## src/rtl/fadd_far_pipe_if.sv

```systemverilog
// Handshake/data bundle for fadd_far_pipe.
//   master : producer of operands / consumer of results (upstream + downstream side)
//   slave  : the far-path adder itself
// Signals:
//   in_valid/in_ready   operand handshake
//   esmall_op/elarge_op smaller-/larger-exponent significands (explicit leading one)
//   exp_f, diff_abs     larger exponent, absolute exponent difference
//   sign_diff           1 = effective subtract
//   out_valid/out_ready result handshake
//   far_result, exp_far normalised, rounded significand and its exponent
//   inexact, exp_ovf, exp_unf  result flags
interface fadd_far_pipe_if #(
   parameter int FRAC_WIDTH = 36,
   parameter int EXP_WIDTH  = 8
) ();
   logic                  in_valid;
   logic                  in_ready;
   logic [FRAC_WIDTH-1:0] esmall_op;
   logic [FRAC_WIDTH-1:0] elarge_op;
   logic [EXP_WIDTH-1:0]  exp_f;
   logic [EXP_WIDTH:0]    diff_abs;
   logic                  sign_diff;
   logic                  out_valid;
   logic                  out_ready;
   logic [FRAC_WIDTH-1:0] far_result;
   logic [EXP_WIDTH-1:0]  exp_far;
   logic                  inexact;
   logic                  exp_ovf;
   logic                  exp_unf;

   modport master (
      output in_valid, esmall_op, elarge_op, exp_f, diff_abs, sign_diff, out_ready,
      input  in_ready, out_valid, far_result, exp_far, inexact, exp_ovf, exp_unf
   );

   modport slave (
      input  in_valid, esmall_op, elarge_op, exp_f, diff_abs, sign_diff, out_ready,
      output in_ready, out_valid, far_result, exp_far, inexact, exp_ovf, exp_unf
   );
endinterface

```

## src/rtl/fadd_far_pipe.sv

```systemverilog
// Far-path significand adder, three register stages with valid/ready flow control.
//   p1: align smaller operand ({sig,G,R} >> diff_abs, sticky collects lost bits)
//   p2: add or subtract on FRAC_WIDTH+4 bits (sticky takes part in the borrow)
//   p3: one-position normalise, round-to-nearest-even, exponent saturation, flags
// Ports:
//   clk, rst  clock and asynchronous active-high reset
//   bus       fadd_far_pipe_if.slave (operands in, result + flags out)
module fadd_far_pipe #(
   parameter int FRAC_WIDTH = 36,
   parameter int EXP_WIDTH  = 8,
   parameter int ROUND_EN   = 1
) (
   input logic            clk,
   input logic            rst,
   fadd_far_pipe_if.slave bus
);
   localparam int F = FRAC_WIDTH;
   localparam int E = EXP_WIDTH;
   localparam int W = FRAC_WIDTH + 4;
   localparam logic [E:0]   SHIFT_LIM = (E+1)'(F + 2);
   localparam logic [F+1:0] ONES      = '1;
   localparam logic [E:0]   EXP_ONE   = {{E{1'b0}}, 1'b1};

   // Round-to-nearest-even (or truncate); returns {carry_out, significand}.
   function automatic logic [F:0] round_rne(input logic [F-1:0] sig,
                                            input logic g, input logic r, input logic s);
      logic inc;
      inc = (ROUND_EN != 0) & g & (r | s | sig[0]);
      return {1'b0, sig} + {{F{1'b0}}, inc};
   endfunction

   // Exponent saturation; returns {overflow, exponent}. All-ones is reserved.
   function automatic logic [E:0] sat_exp(input logic [E:0] x);
      logic ovf;
      ovf = x[E] | (&x[E-1:0]);
      return {ovf, ovf ? {E{1'b1}} : x[E-1:0]};
   endfunction

   logic rdy1, rdy2, rdy3;

   logic             vld_p1_q, vld_p1_d;
   logic [F+2:0]     aln_p1_q, aln_p1_d;
   logic [F-1:0]     big_p1_q, big_p1_d;
   logic [E-1:0]     exp_p1_q, exp_p1_d;
   logic             sub_p1_q, sub_p1_d;

   logic             vld_p2_q, vld_p2_d;
   logic [W-1:0]     sum_p2_q, sum_p2_d;
   logic [E-1:0]     exp_p2_q, exp_p2_d;

   logic             vld_p3_q, vld_p3_d;
   logic [F-1:0]     res_p3_q, res_p3_d;
   logic [E-1:0]     xpf_p3_q, xpf_p3_d;
   logic             inx_p3_q, inx_p3_d;
   logic             ovf_p3_q, ovf_p3_d;
   logic             unf_p3_q, unf_p3_d;

   logic [F+1:0]     ext, shifted;
   logic             stk;
   logic [W-1:0]     opa, opb;
   logic [F-1:0]     nsig, rsig;
   logic             g, r, s, cy, unf;
   logic [E:0]       nexp, fexp, sexp;
   logic [F:0]       rnd;

   always_comb begin
      rdy3 = ~vld_p3_q | bus.out_ready;
      rdy2 = ~vld_p2_q | rdy3;
      rdy1 = ~vld_p1_q | rdy2;

      vld_p1_d = vld_p1_q; aln_p1_d = aln_p1_q; big_p1_d = big_p1_q;
      exp_p1_d = exp_p1_q; sub_p1_d = sub_p1_q;
      vld_p2_d = vld_p2_q; sum_p2_d = sum_p2_q; exp_p2_d = exp_p2_q;
      vld_p3_d = vld_p3_q; res_p3_d = res_p3_q; xpf_p3_d = xpf_p3_q;
      inx_p3_d = inx_p3_q; ovf_p3_d = ovf_p3_q; unf_p3_d = unf_p3_q;

      // ---- stage p1: alignment ----
      ext = {bus.esmall_op, 2'b00};
      if (bus.diff_abs >= SHIFT_LIM) begin
         shifted = '0;
         stk     = |bus.esmall_op;
      end else begin
         shifted = ext >> bus.diff_abs;
         stk     = |(ext & ~(ONES << bus.diff_abs));
      end
      if (rdy1) begin
         vld_p1_d = bus.in_valid;
         aln_p1_d = {shifted, stk};
         big_p1_d = bus.elarge_op;
         exp_p1_d = bus.exp_f;
         sub_p1_d = bus.sign_diff;
      end

      // ---- stage p2: add / subtract ----
      opa = {1'b0, big_p1_q, 3'b000};
      opb = {1'b0, aln_p1_q};
      if (rdy2) begin
         vld_p2_d = vld_p1_q;
         sum_p2_d = sub_p1_q ? (opa - opb) : (opa + opb);
         exp_p2_d = exp_p1_q;
      end

      // ---- stage p3: normalise, round, flag ----
      unf = 1'b0;
      if (sum_p2_q[W-1]) begin
         // carry out of the add: shift right, dropped bit joins the sticky
         nsig = sum_p2_q[W-1:4];
         g    = sum_p2_q[3];
         r    = sum_p2_q[2];
         s    = sum_p2_q[1] | sum_p2_q[0];
         nexp = {1'b0, exp_p2_q} + EXP_ONE;
      end else if (!sum_p2_q[W-2] && (exp_p2_q != '0)) begin
         nsig = sum_p2_q[W-3:2];
         g    = sum_p2_q[1];
         r    = sum_p2_q[0];
         s    = 1'b0;
         nexp = {1'b0, exp_p2_q} - EXP_ONE;
      end else begin
         // also the exponent-0 case: left shift suppressed, result stays unnormalised
         unf  = ~sum_p2_q[W-2];
         nsig = sum_p2_q[W-2:3];
         g    = sum_p2_q[2];
         r    = sum_p2_q[1];
         s    = sum_p2_q[0];
         nexp = {1'b0, exp_p2_q};
      end
      rnd  = round_rne(nsig, g, r, s);
      cy   = rnd[F];
      rsig = cy ? {1'b1, {(F-1){1'b0}}} : rnd[F-1:0];
      fexp = nexp + {{E{1'b0}}, cy};
      sexp = sat_exp(fexp);
      if (rdy3) begin
         vld_p3_d = vld_p2_q;
         res_p3_d = sexp[E] ? '0 : rsig;
         xpf_p3_d = sexp[E-1:0];
         inx_p3_d = g | r | s;
         ovf_p3_d = sexp[E];
         unf_p3_d = unf;
      end
   end

   always_ff @(posedge clk or posedge rst) begin
      if (rst) begin
         vld_p1_q <= 1'b0; aln_p1_q <= '0; big_p1_q <= '0; exp_p1_q <= '0; sub_p1_q <= 1'b0;
         vld_p2_q <= 1'b0; sum_p2_q <= '0; exp_p2_q <= '0;
         vld_p3_q <= 1'b0; res_p3_q <= '0; xpf_p3_q <= '0;
         inx_p3_q <= 1'b0; ovf_p3_q <= 1'b0; unf_p3_q <= 1'b0;
      end else begin
         vld_p1_q <= vld_p1_d; aln_p1_q <= aln_p1_d; big_p1_q <= big_p1_d;
         exp_p1_q <= exp_p1_d; sub_p1_q <= sub_p1_d;
         vld_p2_q <= vld_p2_d; sum_p2_q <= sum_p2_d; exp_p2_q <= exp_p2_d;
         vld_p3_q <= vld_p3_d; res_p3_q <= res_p3_d; xpf_p3_q <= xpf_p3_d;
         inx_p3_q <= inx_p3_d; ovf_p3_q <= ovf_p3_d; unf_p3_q <= unf_p3_d;
      end
   end

   assign bus.in_ready   = rdy1;
   assign bus.out_valid  = vld_p3_q;
   assign bus.far_result = res_p3_q;
   assign bus.exp_far    = xpf_p3_q;
   assign bus.inexact    = inx_p3_q;
   assign bus.exp_ovf    = ovf_p3_q;
   assign bus.exp_unf    = unf_p3_q;
endmodule

```

## src/flat_wrapper.sv

```systemverilog
// flat-port wrapper written by rule: the top's interface ports become plain ports
module fadd_far_pipe_flat 
#(
   parameter int FRAC_WIDTH = 36,
   parameter int EXP_WIDTH  = 8,
   parameter int ROUND_EN   = 1
)
  (clk, rst, bus_in_valid, bus_esmall_op, bus_elarge_op, bus_exp_f, bus_diff_abs, bus_sign_diff, bus_out_ready, bus_in_ready, bus_out_valid, bus_far_result, bus_exp_far, bus_inexact, bus_exp_ovf, bus_exp_unf);
  fadd_far_pipe_if #(.FRAC_WIDTH(FRAC_WIDTH), .EXP_WIDTH(EXP_WIDTH)) bus_i ();
  input logic clk;
  input logic rst;
  input wire logic [$bits(bus_i.in_valid)-1:0] bus_in_valid;
  input wire logic [$bits(bus_i.esmall_op)-1:0] bus_esmall_op;
  input wire logic [$bits(bus_i.elarge_op)-1:0] bus_elarge_op;
  input wire logic [$bits(bus_i.exp_f)-1:0] bus_exp_f;
  input wire logic [$bits(bus_i.diff_abs)-1:0] bus_diff_abs;
  input wire logic [$bits(bus_i.sign_diff)-1:0] bus_sign_diff;
  input wire logic [$bits(bus_i.out_ready)-1:0] bus_out_ready;
  output wire logic [$bits(bus_i.in_ready)-1:0] bus_in_ready;
  output wire logic [$bits(bus_i.out_valid)-1:0] bus_out_valid;
  output wire logic [$bits(bus_i.far_result)-1:0] bus_far_result;
  output wire logic [$bits(bus_i.exp_far)-1:0] bus_exp_far;
  output wire logic [$bits(bus_i.inexact)-1:0] bus_inexact;
  output wire logic [$bits(bus_i.exp_ovf)-1:0] bus_exp_ovf;
  output wire logic [$bits(bus_i.exp_unf)-1:0] bus_exp_unf;
  assign bus_i.in_valid = bus_in_valid;
  assign bus_i.esmall_op = bus_esmall_op;
  assign bus_i.elarge_op = bus_elarge_op;
  assign bus_i.exp_f = bus_exp_f;
  assign bus_i.diff_abs = bus_diff_abs;
  assign bus_i.sign_diff = bus_sign_diff;
  assign bus_i.out_ready = bus_out_ready;
  assign bus_in_ready = bus_i.in_ready;
  assign bus_out_valid = bus_i.out_valid;
  assign bus_far_result = bus_i.far_result;
  assign bus_exp_far = bus_i.exp_far;
  assign bus_inexact = bus_i.inexact;
  assign bus_exp_ovf = bus_i.exp_ovf;
  assign bus_exp_unf = bus_i.exp_unf;
  fadd_far_pipe #(.FRAC_WIDTH(FRAC_WIDTH), .EXP_WIDTH(EXP_WIDTH), .ROUND_EN(ROUND_EN)) u_core (.clk(clk), .rst(rst), .bus(bus_i));
endmodule
```

## config.mk

```make
export PLATFORM = sky130hd
export DESIGN_NAME = fadd_far_pipe_flat
export DESIGN_NICKNAME = d
export VERILOG_FILES = /design/src/rtl/fadd_far_pipe_if.sv /design/src/rtl/fadd_far_pipe.sv /design/src/flat_wrapper.sv
export SDC_FILE = /design/constraint.sdc
export NUM_CORES = 1
export LEC_CHECK = 0
export CAP_MARGIN = 20
export CORE_AREA = 2 2 236 192
export DETAILED_ROUTE_END_ITERATION = 6
export DIE_AREA = 0 0 238 194
export GPL_TIMING_DRIVEN = 0
export HOLD_SLACK_MARGIN = 0.03
export SETUP_SLACK_MARGIN = 0.02
export SLEW_MARGIN = 20
export SYNTH_ARGS = -nofsm -noshare
export SYNTH_HDL_FRONTEND = slang
export SYNTH_SLANG_ARGS = --single-unit
```

## constraint.sdc

```tcl
create_clock -name clk -period 6.9 [get_ports clk]
set_input_delay 1.035 -clock clk [delete_from_list [all_inputs] [get_ports clk]]
set_output_delay 1.035 -clock clk [all_outputs]
set_load 0.005 [all_outputs]
```

== After elaboration in Yosys (flattened, before gate mapping) ==
Cells that the tools add are included.
Widths: inputs -> output; s select.
Storage, ports and cells
  register bits: 182
  bits of input ports: 94
  output and inout bits: 49
  word-level logic and storage cells: 63
Operators by class
  add/sub/neg operators: 6
  magnitude comparators: 1
  shift operators: 2
  mux-type cells: 18
  bitwise operators: 16
  reduce and logical (&&, ||, !) cells: 6
Operators by type and width (count)
  $mux 36: 4
  $add 39x39->40: 1
  $mux 40: 1
  $sub 39x39->40: 1
  $and 38x38->38: 1
  $mux 38: 1
  $not 38->38: 1
  $reduce_or 38->1: 1
  $shl 38x9->38 const A: 1
  $shr 38x9->38: 1
  $add 36x1->37: 1
  $reduce_or 36->1: 1
  $mux 9: 2
  $add 8x1->9 const B: 1
  $add 9x1->9: 1
  $ge 9x6->1 const B: 1
  $mux 1: 9
  $or 1x1->1: 9
  $sub 8x1->9 const B: 1
  $mux 8: 1
  $reduce_and 8->1: 1
  $reduce_bool 8->1: 1
  $not 1->1: 4
  $and 1x1->1: 1
  other kinds (2): 2

== Logic depth before layout (Yosys ltp) ==
  word-level depth: 12
  depth in mapped cells: 25
  gate-level depth less buffers: 22

== Worst setup path before layout ==
Ideal clock, no wire load.
  path kind: reg-to-reg
  start: reg u_core.sum_p2_q[39]
  end: reg u_core.res_p3_q[0] (netlist: u_core.bus.far_result[0])
  library setup time: 0.066 ns
  arrival time: 5.373 ns
  data required time: 6.834 ns
  path slack: 1.461 ns
  cell stages (with the launch flop): 26
  clock period less this slack: 5.439 ns
  cells stage by stage: dfrtp_1 -> clkbuf_1 -> buf_2 -> clkbuf_1 -> clkbuf_1 -> clkbuf_1 -> buf_1 -> nand2_1 -> o21ai_0 -> ha_1 -> nand2b_1 -> or2_4 -> nor2_8 -> nand2_2 -> or3_4 -> nor3_1 -> ha_1 -> ha_1 -> nand3b_1 -> nor4bb_1 -> xnor2_1 -> nor2_1 -> o41a_2 -> o31a_4 -> buf_6 -> a22o_1
Between the ends
  cells in the longest elaborated chain, start to end: 9
Ends and longest elaborated chain
  from (decl): line fadd_far_pipe.sv:48  | logic [W-1:0] sum_p2_q, sum_p2_d;
  from (signal assigned): line fadd_far_pipe.sv:151  | vld_p2_q <= vld_p2_d; sum_p2_q <= sum_p2_d; exp_p2_q <= exp_p2_d;
  $mux 1: line fadd_far_pipe.sv:105  | if (sum_p2_q[W-1]) begin
  $or 1x1->1 (2 in a row): line fadd_far_pipe.sv:28  | inc = (ROUND_EN != 0) & g & (r | s | sig[0]);
  $and 1x1->1: line fadd_far_pipe.sv:28
  $add 36x1->37: line fadd_far_pipe.sv:29  | return {1'b0, sig} + {{F{1'b0}}, inc};
  $add 9x1->9: line fadd_far_pipe.sv:130  | fexp = nexp + {{E{1'b0}}, cy};
  $reduce_and 8->1: line fadd_far_pipe.sv:35  | ovf = x[E] | (&x[E-1:0]);
  $or 1x1->1: line fadd_far_pipe.sv:35
  $mux 36 *: line fadd_far_pipe.sv:134  | res_p3_d = sexp[E] ? '0 : rsig;
  to (signal assigned): line fadd_far_pipe.sv:152  | vld_p3_q <= vld_p3_d; res_p3_q <= res_p3_d; xpf_p3_q <= xpf_p3_d;
  to (decl): line fadd_far_pipe.sv:52  | logic [F-1:0] res_p3_q, res_p3_d;
Mark *: on every way between the ends. The rest lies on a longest branch, timed or not.
A chain may end at the register's enable or synchronous reset.

== Worst setup path after layout ==
  start: reg u_core.sum_p2_q[39]
  end: reg u_core.res_p3_q[9] (netlist: u_core.bus.far_result[9])
The elaborated chain is that of the path after synthesis.

==> impl_metrics.ini <==
[sta]
rsz0062_at_grt = no
finalSetupTns_ns = 0
relSlewSlack_pct = 39.3
hold_viol = 0
slew_viol_final = 0
finalCritPeriodShare_pct = 92.0
layout_min_cycle_time_ns = 6.35
setup_violations = 0
tightest_slew_ns = 0.908
clock.fmax_ghz = 0.158
fin_worst_skew_ns = 0.0183

[final_layout]
post-route-util_pct = 40.9
layout_commonest_cell = nand2_1
final_area_um2 = 17900
antenna_cells = 0
fin_nets = 2259
layout_common_cells = 313 x nand2_1, 182 x dfrtp_1, 162 x nor2_1
drive_above_1_share_pct = 5.15
area_delta_synth_final_pct = 18.1

[synthesis]
ys.flop_type = dfrtp_1
synth-compound-area-share_pct = 24.9
synthTopCellsByArea = dfrtp_1 30%, nand2_1 7.7%, ha_1 6.5%, o21ai_0 5.2%, a21oi_1 4.4%
async_reset_ff_share_pct = 100
synth_xor_area_share_pct = 4.44
synthAdderAreaFrac_pct = 6.71
synth_cell_types = 92
synth_nets = 2103
yosys.area.top_type = dfrtp_1
yosysSeqAreaShare_pct = 30.0
synthesis.area_um2 = 15200
synth_top_family_by_area = compound AO/OA/AOI/OAI gates
synth_top_area_share_pct = 30.0
ys_seq_elements = 182
synthMuxAreaShare_pct = 7.00
ys.warnings.count = 0
synth_simple_gate_area_share_pct = 21.1
syn_inst = 1929
avgSynthCellArea_um2 = 7.87
synth_edf_count = 0

[critical_path]
critPathMaxFanout = 10
crit_buf_inv = 7
startpoint = u_core.sum_p2_q[39]
crit_arrival_ns = 6.75
cpPeakStageDelay_ns = 0.54
cp_top_family = simple AND/OR/NAND/NOR gates
cp-start-kind = flip-flop
r2r-start = u_core.sum_p2_q[39]
worstSetupEndpointType = flip-flop
crit_path_top_delay_cell = dfrtp_1
cp.required_ns = 7.30
critPathKind = flip-flop to flip-flop

[clocking]
cts_root_buf = clkbuf_16
path_clk_slew_ns = 0.08
cts_tree = done
post_cts_resize_count = 1
post_cts_buffers = 0
cts_made_buffers = 17
cts_hold_buf = 0
clk_path_buf_depth = 2
cts.sinks = 182
clock_latency_ns = 0.47
h-tree-depth = 4

[route]
avgRoutedWirePerCell_um = 21.2
drc_errors = 0
vias = 15454
firstDrtPassIters = 5
routed_wl_um = 56500
postRouteAntennaNets = 0
drt_iter0_markers = 1568
vias_per_cell = 5.80

[job]
maxCapViolCount = 0

[die]
start_util_pct = 34.6
die_area_um2 = 46200
dieWidth_um = 238
die_h_um = 194
ioPinCount = 143
core_um2 = 43900
row_count = 69

[pwr]
ir_drop_mv = 0.200
clock_power_share_pct = 24.4
internal_power_mw = 2.53
sw_frac_of_total_pct = 40.5
p_seq_share_pct = 34.5
p_leak_nw = 7.28
p_switching_mw = 1.72
total_power_mw = 4.25
combPwrFrac_pct = 41.1
pwr_density_cell_nw_per_um2 = 237

[worst_hold_path]
hold_path.startpoint = u_core.exp_p1_q[4]
min_path_type = flip-flop to flip-flop

[status]
status = complete, no violations

[global_routing]
grt.overflow.total = 0
antenna_found_initial = 0
grt_start_max_net_pins = 93
grt_pass1_wl_um = 86500
grt_util_all_layers_pct = 24.1
grt_pass1_vias = 14962

[placed_design]
gp_congestion = 0.958
dp_hpwl_um = 45000
numPortBuffers = 137
place_area_um2 = 17300
## cell families (layout without fill, tap and decap cells)
| logic type | count (synthesis) | count (layout) |
|---|---|---|
| buf+inv | 225 | 394 |
| fa+ha+maj | 81 | 81 |
| flops | 182 | 182 |
| compound gates | 579 | 579 |
| mux | 84 | 84 |
| xor+xnor | 77 | 77 |
| simple gates | 701 | 701 |
## path summary, 6_finish.rpt
| kind | to | slack [ns] | cells past startpoint |
|---|---|---|---|
| setup / recovery | u_core.bus.far_result[9] | 0.55 | 25 |
| hold / removal | u_core.exp_p2_q[4] | 0.48 | 2 |
| setup reg to reg | u_core.bus.far_result[9] | 0.55 | 25 |
| hold reg to reg | u_core.exp_p2_q[4] | 0.48 | 2 |
| max in group asynchronous | u_core.aln_p1_q[6] | 4.94 | 3 |
| min in group asynchronous | u_core.bus.far_result[15] | 1.06 | 2 |
## state kept, by name, summed over array words and instances (netlist names)
register and flops:
u_core.bus.out_valid 1, u_core.bus.exp_ovf 1, u_core.vld_p1_q 1, u_core.vld_p2_q 1
u_core.exp_p1_q 8, u_core.bus.exp_far 8, u_core.bus.inexact 1, u_core.sum_p2_q 40
u_core.exp_p2_q 8, u_core.sub_p1_q 1, u_core.aln_p1_q 39, u_core.big_p1_q 36
u_core.bus.far_result 36, u_core.bus.exp_unf 1
## stage by stage
step	hold WS [ns]	std cells	setup slack [ns]
after CTS	0.473	2667	0.117
final	0.476	2666	0.552
after detailed placement	0.445	2635	-0.0581
after global routing	0.497	2666	0.0350
after global placement	0.443	2634	-1.57
after floorplan	0.426	1929	0.921
## tightest hold or removal path: stages (launching register included)
cell and delay [ns]:
dfrtp_1 0.35, nand2_1 0.05, nand2_1 0.05
## cell usage after synthesis, types with 13 or more instances
cell	n
a211oi_1	19
a21o_1	17
a21oi_1	133
a22o_1	38
a31oi_1	22
buf_1	17
clkbuf_1	106
dfrtp_1	182
ha_1	79
inv_1	90
mux2_2	17
mux2i_1	51
mux4_2	16
nand2_1	313
nand2b_1	13
nand3_1	49
nand4_1	17
nor2_1	162
nor3_1	43
nor4_1	16
o211ai_1	28
o21ai_0	158
o22ai_1	28
o31ai_1	14
xnor2_1	53
xor2_1	24
## final cells by class
| type | instances | area (µm²) |
|---|---|---|
| plain buffers | 132 | 541 |
| clock buffers | 17 | 425 |
| clock inverters | 15 | 195 |
| fillers | 4492 | 25900 |
| inverters | 92 | 353 |
| multi-input cells | 1522 | 9740 |
| flip-flops and latches | 182 | 4550 |
| well taps | 568 | 711 |
| repair buffers | 138 | 1400 |
## power groups by stage
stage                     clock [mW]  sequential (mW)  combinational [mW]
final                           1.04             1.47                1.75
after global placement             0             1.48                1.70
after floorplan                    0             1.43                1.07
after CTS                       1.05             1.46                1.73
after detailed placement           0             1.48                1.72
after global routing            1.10             1.50                1.90
## per-layer routing
metal | vias to the layer above | GRT usage, % | wire length, µm
li1 | 7250 | - | -
met1 | 7478 | 34.6 | 26200
met2 | 677 | 37.4 | 25100
met3 | 47 | 4.74 | 4440
met4 | 2 | 4.77 | 685
met5 | - | 0.940 | 58
(Power assumes the default switching activity.)
